## src/rtl/spi_word_packer_if.sv

```systemverilog
// spi_word_packer_if: byte-stream, status and word-stream signals of the SPI word packer
interface spi_word_packer_if #(
  parameter int DATA_WIDTH     = 8,
  parameter int BYTES_PER_WORD = 4,
  parameter int ADDR_WIDTH     = 3
);
  logic [DATA_WIDTH-1:0]                spi_data_receive;
  logic                                 spi_ready;
  logic                                 cs;
  logic [DATA_WIDTH-1:0]                spi_data_send;
  logic [DATA_WIDTH*BYTES_PER_WORD-1:0] out_data;
  logic                                 out_valid;
  logic                                 out_ready;
  logic [ADDR_WIDTH:0]                  level;
  logic                                 overflow;
  logic                                 clear_overflow;
  modport master (
    output spi_data_receive, spi_ready, cs, out_ready, clear_overflow,
    input  spi_data_send, out_data, out_valid, level, overflow
  );
  modport slave (
    input  spi_data_receive, spi_ready, cs, out_ready, clear_overflow,
    output spi_data_send, out_data, out_valid, level, overflow
  );
endinterface

```

## src/rtl/spi_word_packer.sv

```systemverilog
// spi_word_packer: packs SPI bytes MSB-first into words, buffers them in a FWFT FIFO, reports status
module spi_word_packer #(
  parameter int DATA_WIDTH     = 8,
  parameter int BYTES_PER_WORD = 4,
  parameter int ADDR_WIDTH     = 3
) (
  input logic clk,
  input logic rst,
  spi_word_packer_if.slave bus
);
  localparam int W     = DATA_WIDTH * BYTES_PER_WORD;
  localparam int DEPTH = 1 << ADDR_WIDTH;
  localparam int CW    = $clog2(BYTES_PER_WORD);
  logic                  ready_q, cs_q, overflow;
  logic                  rise, take, push, full, pop, wr_ok, drop;
  logic [CW-1:0]         byte_cnt;
  logic [W-DATA_WIDTH-1:0] shift;
  logic [W-1:0]          word;
  logic [W-1:0]          mem [DEPTH];
  logic [ADDR_WIDTH-1:0] rd_ptr, wr_ptr;
  logic [ADDR_WIDTH:0]   cnt;
  logic [DATA_WIDTH-1:0] send;
  // Strobe/abort detection and FIFO push/pop decisions; a strobe coinciding with a cs rise still counts
  always_comb begin
    rise  = bus.cs & ~cs_q;
    take  = bus.spi_ready & ~ready_q & (~bus.cs | rise);
    push  = take & (byte_cnt == CW'(BYTES_PER_WORD - 1));
    full  = cnt == (ADDR_WIDTH+1)'(DEPTH);
    pop   = (cnt != '0) & bus.out_ready;
    wr_ok = push & (~full | pop);
    drop  = push & full & ~pop;
    word  = {shift, bus.spi_data_receive};
  end
  // Byte assembly; ready_q/cs_q reset high so levels held at reset release raise no event
  always_ff @(posedge clk or posedge rst) begin
    if (rst) begin
      ready_q  <= 1'b1;
      cs_q     <= 1'b1;
      byte_cnt <= '0;
      shift    <= '0;
    end else begin
      ready_q <= bus.spi_ready;
      cs_q    <= bus.cs;
      if (push || rise) byte_cnt <= '0;
      else if (take) byte_cnt <= byte_cnt + 1'b1;
      if (take) shift <= word[W-DATA_WIDTH-1:0];
    end
  end
  // FIFO pointers, fill count, sticky overflow (set beats clear) and the status byte
  always_ff @(posedge clk or posedge rst) begin
    if (rst) begin
      rd_ptr   <= '0;
      wr_ptr   <= '0;
      cnt      <= '0;
      overflow <= 1'b0;
      send     <= '0;
    end else begin
      if (wr_ok) wr_ptr <= wr_ptr + 1'b1;
      if (pop) rd_ptr <= rd_ptr + 1'b1;
      cnt      <= cnt + (ADDR_WIDTH+1)'(wr_ok) - (ADDR_WIDTH+1)'(pop);
      overflow <= drop | (overflow & ~bus.clear_overflow);
      send     <= {overflow, (DATA_WIDTH-1)'(cnt)};
    end
  end
  // Word storage; contents need no reset because empty reads are forced to zero
  always_ff @(posedge clk) begin
    if (wr_ok) mem[wr_ptr] <= word;
  end
  assign bus.out_data      = (cnt == '0) ? '0 : mem[rd_ptr];
  assign bus.out_valid     = cnt != '0;
  assign bus.level         = cnt;
  assign bus.overflow      = overflow;
  assign bus.spi_data_send = send;
endmodule

```

## src/flat_wrapper.sv

```systemverilog
// flat-port wrapper written by rule: the top's interface ports become plain ports
module spi_word_packer_flat 
#(
  parameter int DATA_WIDTH     = 8,
  parameter int BYTES_PER_WORD = 4,
  parameter int ADDR_WIDTH     = 3
)
  (clk, rst, bus_spi_data_receive, bus_spi_ready, bus_cs, bus_out_ready, bus_clear_overflow, bus_spi_data_send, bus_out_data, bus_out_valid, bus_level, bus_overflow);
  spi_word_packer_if #(.DATA_WIDTH(DATA_WIDTH), .BYTES_PER_WORD(BYTES_PER_WORD), .ADDR_WIDTH(ADDR_WIDTH)) bus_i ();
  input logic clk;
  input logic rst;
  input wire logic [$bits(bus_i.spi_data_receive)-1:0] bus_spi_data_receive;
  input wire logic [$bits(bus_i.spi_ready)-1:0] bus_spi_ready;
  input wire logic [$bits(bus_i.cs)-1:0] bus_cs;
  input wire logic [$bits(bus_i.out_ready)-1:0] bus_out_ready;
  input wire logic [$bits(bus_i.clear_overflow)-1:0] bus_clear_overflow;
  output wire logic [$bits(bus_i.spi_data_send)-1:0] bus_spi_data_send;
  output wire logic [$bits(bus_i.out_data)-1:0] bus_out_data;
  output wire logic [$bits(bus_i.out_valid)-1:0] bus_out_valid;
  output wire logic [$bits(bus_i.level)-1:0] bus_level;
  output wire logic [$bits(bus_i.overflow)-1:0] bus_overflow;
  assign bus_i.spi_data_receive = bus_spi_data_receive;
  assign bus_i.spi_ready = bus_spi_ready;
  assign bus_i.cs = bus_cs;
  assign bus_i.out_ready = bus_out_ready;
  assign bus_i.clear_overflow = bus_clear_overflow;
  assign bus_spi_data_send = bus_i.spi_data_send;
  assign bus_out_data = bus_i.out_data;
  assign bus_out_valid = bus_i.out_valid;
  assign bus_level = bus_i.level;
  assign bus_overflow = bus_i.overflow;
  spi_word_packer #(.DATA_WIDTH(DATA_WIDTH), .BYTES_PER_WORD(BYTES_PER_WORD), .ADDR_WIDTH(ADDR_WIDTH)) u_core (.clk(clk), .rst(rst), .bus(bus_i));
endmodule
```

## config.mk

```make
export PLATFORM = sky130hd
export DESIGN_NAME = spi_word_packer_flat
export DESIGN_NICKNAME = d
export VERILOG_FILES = /design/src/rtl/spi_word_packer_if.sv /design/src/rtl/spi_word_packer.sv /design/src/flat_wrapper.sv
export SDC_FILE = /design/constraint.sdc
export NUM_CORES = 1
export LEC_CHECK = 0
export BUFFER_PORTS_ARGS = -buffer_cell sky130_fd_sc_hd__buf_2
export CAP_MARGIN = 20
export CORE_MARGIN = 5
export CORE_UTILIZATION = 43
export CTS_BUF_LIST = sky130_fd_sc_hd__clkbuf_8
export DETAILED_ROUTE_END_ITERATION = 10
export SYNTH_ARGS = -nofsm -noshare
export SYNTH_HDL_FRONTEND = slang
export SYNTH_SLANG_ARGS = --single-unit
```

## constraint.sdc

```tcl
create_clock -name clk -period 4.17 [get_ports clk]
set_clock_uncertainty 0.1 [all_clocks]
set_input_delay 0.834 -clock clk [delete_from_list [all_inputs] [get_ports clk]]
set_output_delay 0.834 -clock clk [all_outputs]
set_load 0.05 [all_outputs]
```

# == Yosys cells after proc, flatten, opt, wreduce, memory -nomap -nowiden ==
# Memory sizes are Yosys's and may differ from the RTL's.
# Index checks and enable logic that the tools add are counted.
# classes
add_sub_neg,5
eq_ne,2
muxes,5
n_bitwise,18
reduce_logical,4
# ops
cell,count
two-way mux 32 bit,1
bitwise AND 1 bit,9
adder 3 x 1 -> 3 bit (second input constant),2
NOT 1 bit,6
adder 4 x 1 -> 4 bit,1
equality test 4 bit (second input constant),1
zero test 4 bit,1
two-way mux 2 bit,2
nonzero test 4 bit,1
subtractor 4 x 1 -> 4 bit,1
OR 1 bit,3
adder 2 x 1 -> 2 bit (second input constant),1
equality test 2 bit (second input constant),1
two-way mux 1 bit,2
nonzero test 2 bit,1
logical OR 1 bit,1
# totals
regBits,44
mem_bits_rw,256
input_bits,14
out_inout_bits,46
wordCells,44
n_memories,1
# memory_table
name,depth,width,rd,rd_clocked_by_memory_dff,wr,line,text
u_core.mem,8,32,1,0,1,spi_word_packer.sv:19,logic [W-1:0] mem [DEPTH];

# == Logic depth before layout (Yosys ltp) ==
# Gate-level depths: netlist of run 1.
# depth
word_depth,8
mapped_depth,11
depth_no_buf,11

# == Worst setup path before layout of run 1 ==
# No wires, ideal clock.
# synth_path
kind,in2reg
startpoint,input bus_spi_ready
endpoint,memory u_core.mem[5][0] (netlist name) (enable)
setup_time_ns,0.461
arrival_ns,3.780
slack_ns,-0.171
stages,5
path_cell_list,inv_1 > a211oi_2 > buf_2 > nand3_1 > nor3_1
# synth_between
elab_chain_len,6
# synth_rtl
element,line,text
from (decl),flat_wrapper.sv:13,input wire logic [$bits(bus_i.spi_ready)-1:0] bus_spi_ready;
bitwise AND 1 bit (2 in a row),spi_word_packer.sv:26,take = bus.spi_ready & ~ready_q & (~bus.cs | rise);
bitwise AND 1 bit,spi_word_packer.sv:27,push = take & (byte_cnt == CW'(BYTES_PER_WORD - 1));
bitwise AND 1 bit,spi_word_packer.sv:30,wr_ok = push & (~full | pop);
two-way mux 1 bit,spi_word_packer.sv:67,if (wr_ok) mem[wr_ptr] <= word;
two-way mux 1 bit (not written as such),spi_word_packer.sv:67,
to (decl),spi_word_packer.sv:19,
# No other way between the ends.

# == Worst setup path after layout of run 1 ==
# layout_path
startpoint,register u_core.rd_ptr[1]
endpoint,output bus_out_data[16]
# layout_between
elab_chain_len,2
# layout_rtl
element,line,text
from (decl),spi_word_packer.sv:20,"logic [ADDR_WIDTH-1:0] rd_ptr, wr_ptr;"
from (signal assigned),spi_word_packer.sv:59,if (pop) rd_ptr <= rd_ptr + 1'b1;
memory read (8 x 32 bit),-,
two-way mux 32 bit,spi_word_packer.sv:69,assign bus.out_data = (cnt == '0) ? '0 : mem[rd_ptr];
to (decl),flat_wrapper.sv:18,output wire logic [$bits(bus_i.out_data)-1:0] bus_out_data;
# No other way between the ends.

==> flow_metrics.tcl, run 1 <==
set metrics [dict create \
    cts_made_buffers 49 \
    synth_area_leaders "edfxtp_1 (67%), dfrtp_1 (9.1%), mux4_2 (9.0%), mux4_1 (4.1%), mux2_2 (2.4%)" \
    hold_buffers 0 \
    total_power_mw 9.42 \
    cts.clk_slew.worst_paths_ns 0.06 \
    cpPeakStageDelay_ns 0.95 \
    final_net_count 638 \
    period_minus_slack_ns 3.71 \
    drc 0 \
    critPathLaunchType "flip-flop" \
    layout_common_cells "edfxtp_1 (256), clkbuf_8 (57), buf_2 (56), mux4_2 (46), dfrtp_1 (40)" \
    grt_overflow 0 \
    finalMaxSlewViolations 0 \
    hold_ws_ns 0.274 \
    max_freq_mhz 269 \
    rsz0062_at_grt "no" \
    start_util_pct 43.9 \
    cpMaxStageDelayCell "dfrtp_2" \
    fillers 2086 \
    place_congestion 0.711 \
    htreeDepth 2 \
    cts_root_buffer "clkbuf_8" \
    path_delay_family "flip-flops" \
    die_x_um 174 \
    die_area_um2 30100 \
    grt_start_max_net_pins 33 \
    yosys_warnings 0 \
    route.met2.wl_um 11400 \
    synth_top_area_share_pct 66.8 \
    ir_drop_v 0.000508 \
    final_common_cell "edfxtp_1" \
    leakage_nw 4.70 \
    yosys_register_bits 300 \
    switching_share_pct 36.0 \
    cts_resized 0 \
    path_max_fanout 32 \
    clock_latency_ns 0.55 \
    drv_cap 0 \
    combPwrFrac_pct 32.1 \
    dp_slack_ns 0.972 \
    critical_path.cell_chain "buf_4, mux4_2, a22o_1, buf_2" \
    dpl.hpwl_um 12500 \
    design_area_um2 13300 \
    ys_seq_area_share_pct 76.4 \
    wl_per_cell_um 22.6 \
    cp.arrival_ns 2.78 \
    clock_path_buffers 3 \
    fin_cells 990 \
    port_buffers 56 \
    cp_num_buf_inv 2 \
    p_seq_share_pct 41.8 \
    tightest_slew_ns 0.898 \
    dr.pass1.iters 5 \
    setup_violations 0 \
    relSlewSlack_pct 40.1 \
    layout-drive-gt1-share_pct 34.5 \
    finalCritPeriodShare_pct 89.0 \
    yosysUniqueCellTypes 36 \
    antenna_found_initial 0 \
    synth_largest_area_cell "edfxtp_1" \
    clockPowerShare_pct 26.1 \
    dpl.cell_count 898 \
    wl_met1_um 9200 \
    postPlaceCellArea_um2 12300 \
    synthCells 513 \
    p_sw_mw 3.40 \
    core_um2 26200 \
    routed-wl-met3_um 1360 \
    power.density_nw_per_um2 709 \
    avgViaCountPerCell 5.38 \
    die_h_um 174 \
    top_layer "met4" \
    status "finished, final reports clean" \
    grtUsageTotal_pct 15.1 \
    post_cts_buffers 0 \
    cts_tree "done" \
    grt_first_pass_wirelength_um 35200 \
    ioPinCount 60 \
    utilization_pct 50.7 \
    hp-class "in -> async" \
    grt_pass1_vias 5962 \
    hold_viol 0 \
    ant_nets 0 \
    synthesis.area_um2 11500 \
    totalWireLength_um 22400 \
    critPathRequiredTime_ns 3.24 \
    avgSynthCellArea_um2 22.4 \
    vias 5326 \
    std_cell_rows 59 \
    area_delta_synth_final_pct 15.5 \
    drt_iter0_drc 314 \
    antenna_cells 0 \
    cts_sinks 300 \
    path_class "reg -> out" \
    p_int_mw 6.03 \
    endpoint_kind "output pin" \
    setup_tns_ns 0 \
    worst_slack_ns 0.457 \
]
cell families (layout without fill, tap and decap cells):
logic type	Yosys count	after routing	synth area share, %
other	1	3	0.0326
adder cells (fa/ha/maj)	10	10	1.15
XOR/XNOR	6	6	0.457
flip-flops	300	300	76.4
AO/OA/AOI/OAI	38	38	2.80
AND/OR/NAND/NOR	29	29	1.28
buffers and inverters	38	178	2.10
multiplexers	91	91	15.8
routing by layer:
| layer | track usage [%] | up-vias |
|---|---|---|
| met5 | 0 | - |
| met4 | 4.62 | 0 |
| met3 | 3.34 | 33 |
| met2 | 25.6 | 154 |
| met1 | 19.8 | 2802 |
| li1 | - | 2337 |
synthesized netlist by cell type, drive strengths merged:
master and instances:
buf 22, a21o 1, a211oi 1, nor2b 1
a22o 32, and3 1, dfstp 2, nor3 2
and2 1, xnor2 3, edfxtp 256, or3b 1
conb 1, mux2 26, ha 9, dfrtp 42
inv 10, mux4 64, nand3b 3, fa 1
nand2 4, nand2b 2, clkbuf 6, nand4 1
xor2 3, nand3 4, o22ai 1, mux2i 1
nor2 9, a21oi 3
power by group through the flow:
stage               combinational, mW  clock, mW  sequential [mW]
floorplan                        2.45          0             3.90
global placement                 3.06          0             3.99
detailed placement               3.08          0             4.01
CTS                              3.09       2.53             3.95
global route                     3.21       2.68             3.99
finish                           3.03       2.46             3.94
area by class of cell:
cell class	count	area (um2)	share of cell area (%)
multi-input combinational	177	2560	19.3
tap	335	419	3.16
sequential	300	8800	66.2
clock buffer	57	785	5.91
clock inverter	35	191	1.44
timing repair buffer	76	493	3.71
inverter	10	37.5	0.283
worst reg2reg max path, delay by kind of cell (launching register included):
| family | cells | cell delay (ns) |
|---|---|---|
| simple gates | 4 | 1.37 |
| flops | 1 | 0.38 |
| buf+inv | 2 | 0.35 |
| fa+ha+maj | 1 | 0.25 |
registers in the layout (all words and copies together), names as in the netlist:
signal                    cells
u_core.bus.spi_data_send      5
u_core.mem                  256
u_core.ready_q                1
u_core.bus.level              4
u_core.shift                 24
u_core.bus.overflow           1
u_core.byte_cnt               2
u_core.cs_q                   1
u_core.wr_ptr                 3
u_core.rd_ptr                 3
worst paths after layout:
kind,startpoint,end,slack (ns),depth (start not counted)
max in group asynchronous,rst,u_core.cs_q$_DFF_PP1_,2.89,3
min reg2reg,u_core.bus.overflow$_DFF_PP0_,u_core.bus.spi_data_send[7]$_DFF_PP0_,0.30,0
min in group clk,bus_spi_ready,u_core.ready_q$_DFF_PP1_,0.30,1
min,rst,u_core.bus.spi_data_send[2]$_DFF_PP0_,0.27,2
max reg2reg,u_core.bus.level[2]$_DFF_PP0_,u_core.mem[0][3]$_DFFE_PP_,1.42,7
max,u_core.rd_ptr[1]$_DFFE_PP0P_,bus_out_data[16],0.46,4
(Power assumes the default switching activity.)
==> run 2: changes to the inputs <==
--- a/config.mk
+++ b/config.mk
@@ -11,6 +11,7 @@
 export CORE_UTILIZATION = 43
 export CTS_BUF_LIST = sky130_fd_sc_hd__clkbuf_8
 export DETAILED_ROUTE_END_ITERATION = 10
+export REMOVE_ABC_BUFFERS = 1
 export SYNTH_ARGS = -nofsm -noshare
 export SYNTH_HDL_FRONTEND = slang
 export SYNTH_SLANG_ARGS = --single-unit
==> run 2 against run 1 <==
Die area unchanged. Highest routed layer unchanged. Register-to-register slack better by 0.08 ns. Largest power group unchanged. Cell area down 1.2%.
==> flow_metrics.tcl, run 2 (same netlist as run 1, synthesis figures left out) <==
set metrics [dict create \
    relSlewSlack_pct 46.5 \
    cts_made_buffers 48 \
    cts_tree "done" \
    die_area_um2 30100 \
    power.density_nw_per_um2 705 \
    leakage_nw 4.65 \
    drt_iter0_drc 291 \
    status "finished, final reports clean" \
    path_delay_family "flip-flops" \
    worst-path-stages 4 \
    wl_per_cell_um 22.8 \
    die_x_um 174 \
    dp_slack_ns 0.934 \
    rsz0062_at_grt "no" \
    grtUsageTotal_pct 14.9 \
    worst_slack_ns 0.418 \
    cts_resized 0 \
    hold_viol 0 \
    p_int_mw 5.87 \
    finalCritPeriodShare_pct 90.0 \
    dpl.hpwl_um 11500 \
    ff2ff_path_depth 7 \
    max_freq_mhz 267 \
    path_class "reg -> out" \
    min_delay_path_depth 1 \
    area_delta_synth_final_pct 14.2 \
    grt_first_pass_wirelength_um 34400 \
    grt_overflow 0 \
    hold_buffers 0 \
    cpPeakStageDelay_ns 0.80 \
    ir_drop_v 0.000713 \
    critPathLaunchType "flip-flop" \
    setup_violations 0 \
    cpMaxStageDelayCell "dfrtp_4" \
    cp_num_buf_inv 2 \
    post_cts_buffers 0 \
    switching_share_pct 36.6 \
    ioPinCount 60 \
    hold_ws_ns 0.301 \
    critical_path.cell_chain "buf_4, mux4_1, a22o_1, buf_2" \
    critPathRequiredTime_ns 3.24 \
    grt_pass1_vias 5857 \
    layout_common_cells "edfxtp_1 (256), buf_2 (56), clkbuf_8 (55), mux4_2 (46), dfrtp_1 (40)" \
    avgViaCountPerCell 5.42 \
    clockPowerShare_pct 24.5 \
    std_cell_rows 59 \
    die_h_um 174 \
    core_um2 26200 \
    ant_nets 0 \
    cts.clk_slew.worst_paths_ns 0.06 \
    cp.arrival_ns 2.82 \
    combPwrFrac_pct 33.2 \
    clock_path_buffers 3 \
    final_net_count 634 \
    period_minus_slack_ns 3.75 \
    cts_root_buffer "clkbuf_8" \
    final_common_cell "edfxtp_1" \
    fillers 2104 \
    dr.pass1.iters 4 \
    start_util_pct 43.9 \
    drc 0 \
    vias 5334 \
    finalMaxSlewViolations 0 \
    hp-class "in -> reg" \
    cts_sinks 300 \
    p_sw_mw 3.38 \
    largest_register_ff_count 256 \
    p_seq_share_pct 42.3 \
    seq_area_um2 8800 \
    drv_cap 0 \
    totalWireLength_um 22400 \
    layout-drive-gt1-share_pct 33.2 \
    multi_input_area_um2 2550 \
    port_buffers 56 \
    antenna_found_initial 0 \
    tightest_slew_ns 0.802 \
    place_congestion 0.718 \
    clock_latency_ns 0.54 \
    grt_start_max_net_pins 33 \
    path_max_fanout 28 \
    antenna_cells 0 \
    htreeDepth 2 \
    endpoint_kind "output pin" \
    regMostFlops "u_core.mem" \
]
## run 2: power groups by stage
stage | Sequential [mW] | Clock [mW] | Combinational [mW]
after floorplan | 4.10 | 0 | 2.15
after global placement | 3.94 | 0 | 3.09
after detailed placement | 3.98 | 0 | 3.12
after CTS | 3.92 | 2.35 | 3.13
after global routing | 3.96 | 2.48 | 3.26
final | 3.91 | 2.27 | 3.07
## run 2: final timing paths
check                                              startpoint                               endpoint  slack, ns
worst max-delay path             u_core.rd_ptr[0]$_DFFE_PP0P_                       bus_out_data[31]       0.42
worst min-delay path                            bus_spi_ready               u_core.ready_q$_DFF_PP1_       0.30
worst max register to register  u_core.bus.level[2]$_DFF_PP0_             u_core.mem[5][1]$_DFFE_PP_       1.50
worst min register to register  u_core.bus.level[2]$_DFF_PP0_  u_core.bus.spi_data_send[2]$_DFF_PP0_       0.31
max in group asynchronous                                 rst            u_core.shift[0]$_DFFE_PP0P_       2.92
min in group asynchronous                                 rst           u_core.wr_ptr[0]$_DFFE_PP0P_       0.33
## run 2: cell type report
type | count | area share, %
multi-input cells | 177 | 19.4
well taps | 335 | 3.19
inverters | 10 | 0.286
repair buffers | 73 | 3.30
clock buffers | 55 | 5.77
clock inverters | 35 | 1.04
flip-flops and latches | 300 | 67.0
## run 2: metrics by stage
step / setup TNS [ns] / power, mW / instances / instance area (um2) / utilization (%)
after global placement: 0 / 7.03 / 895 / 12200 / 46.7
after detailed placement: 0 / 7.10 / 895 / 12200 / 46.7
after floorplan: -137.37 / 6.25 / 487 / 11300 / -
final: 0 / 9.25 / 985 / 13100 / 50.1
after global routing: 0 / 9.70 / 985 / 13100 / 50.1
after CTS: 0 / 9.40 / 985 / 13100 / 50.1
## run 2: routing by layer
metal  track usage, %  vias to the layer above  share of wire, %
met2             24.5                      148                49
met1             20.4                     2824                43
met3             3.03                       34               5.7
met5                0                        -                 0
li1                 -                     2328                 -
met4             4.06                        0               1.6
## run 2: worst reg2reg max path: cells and delay by family, from the launching register on
family	cells	cell delay, ns
and+or+nand+nor	4	0.93
DFF	1	0.36
adders and majority gates	1	0.26
buffers and inverters	2	0.62
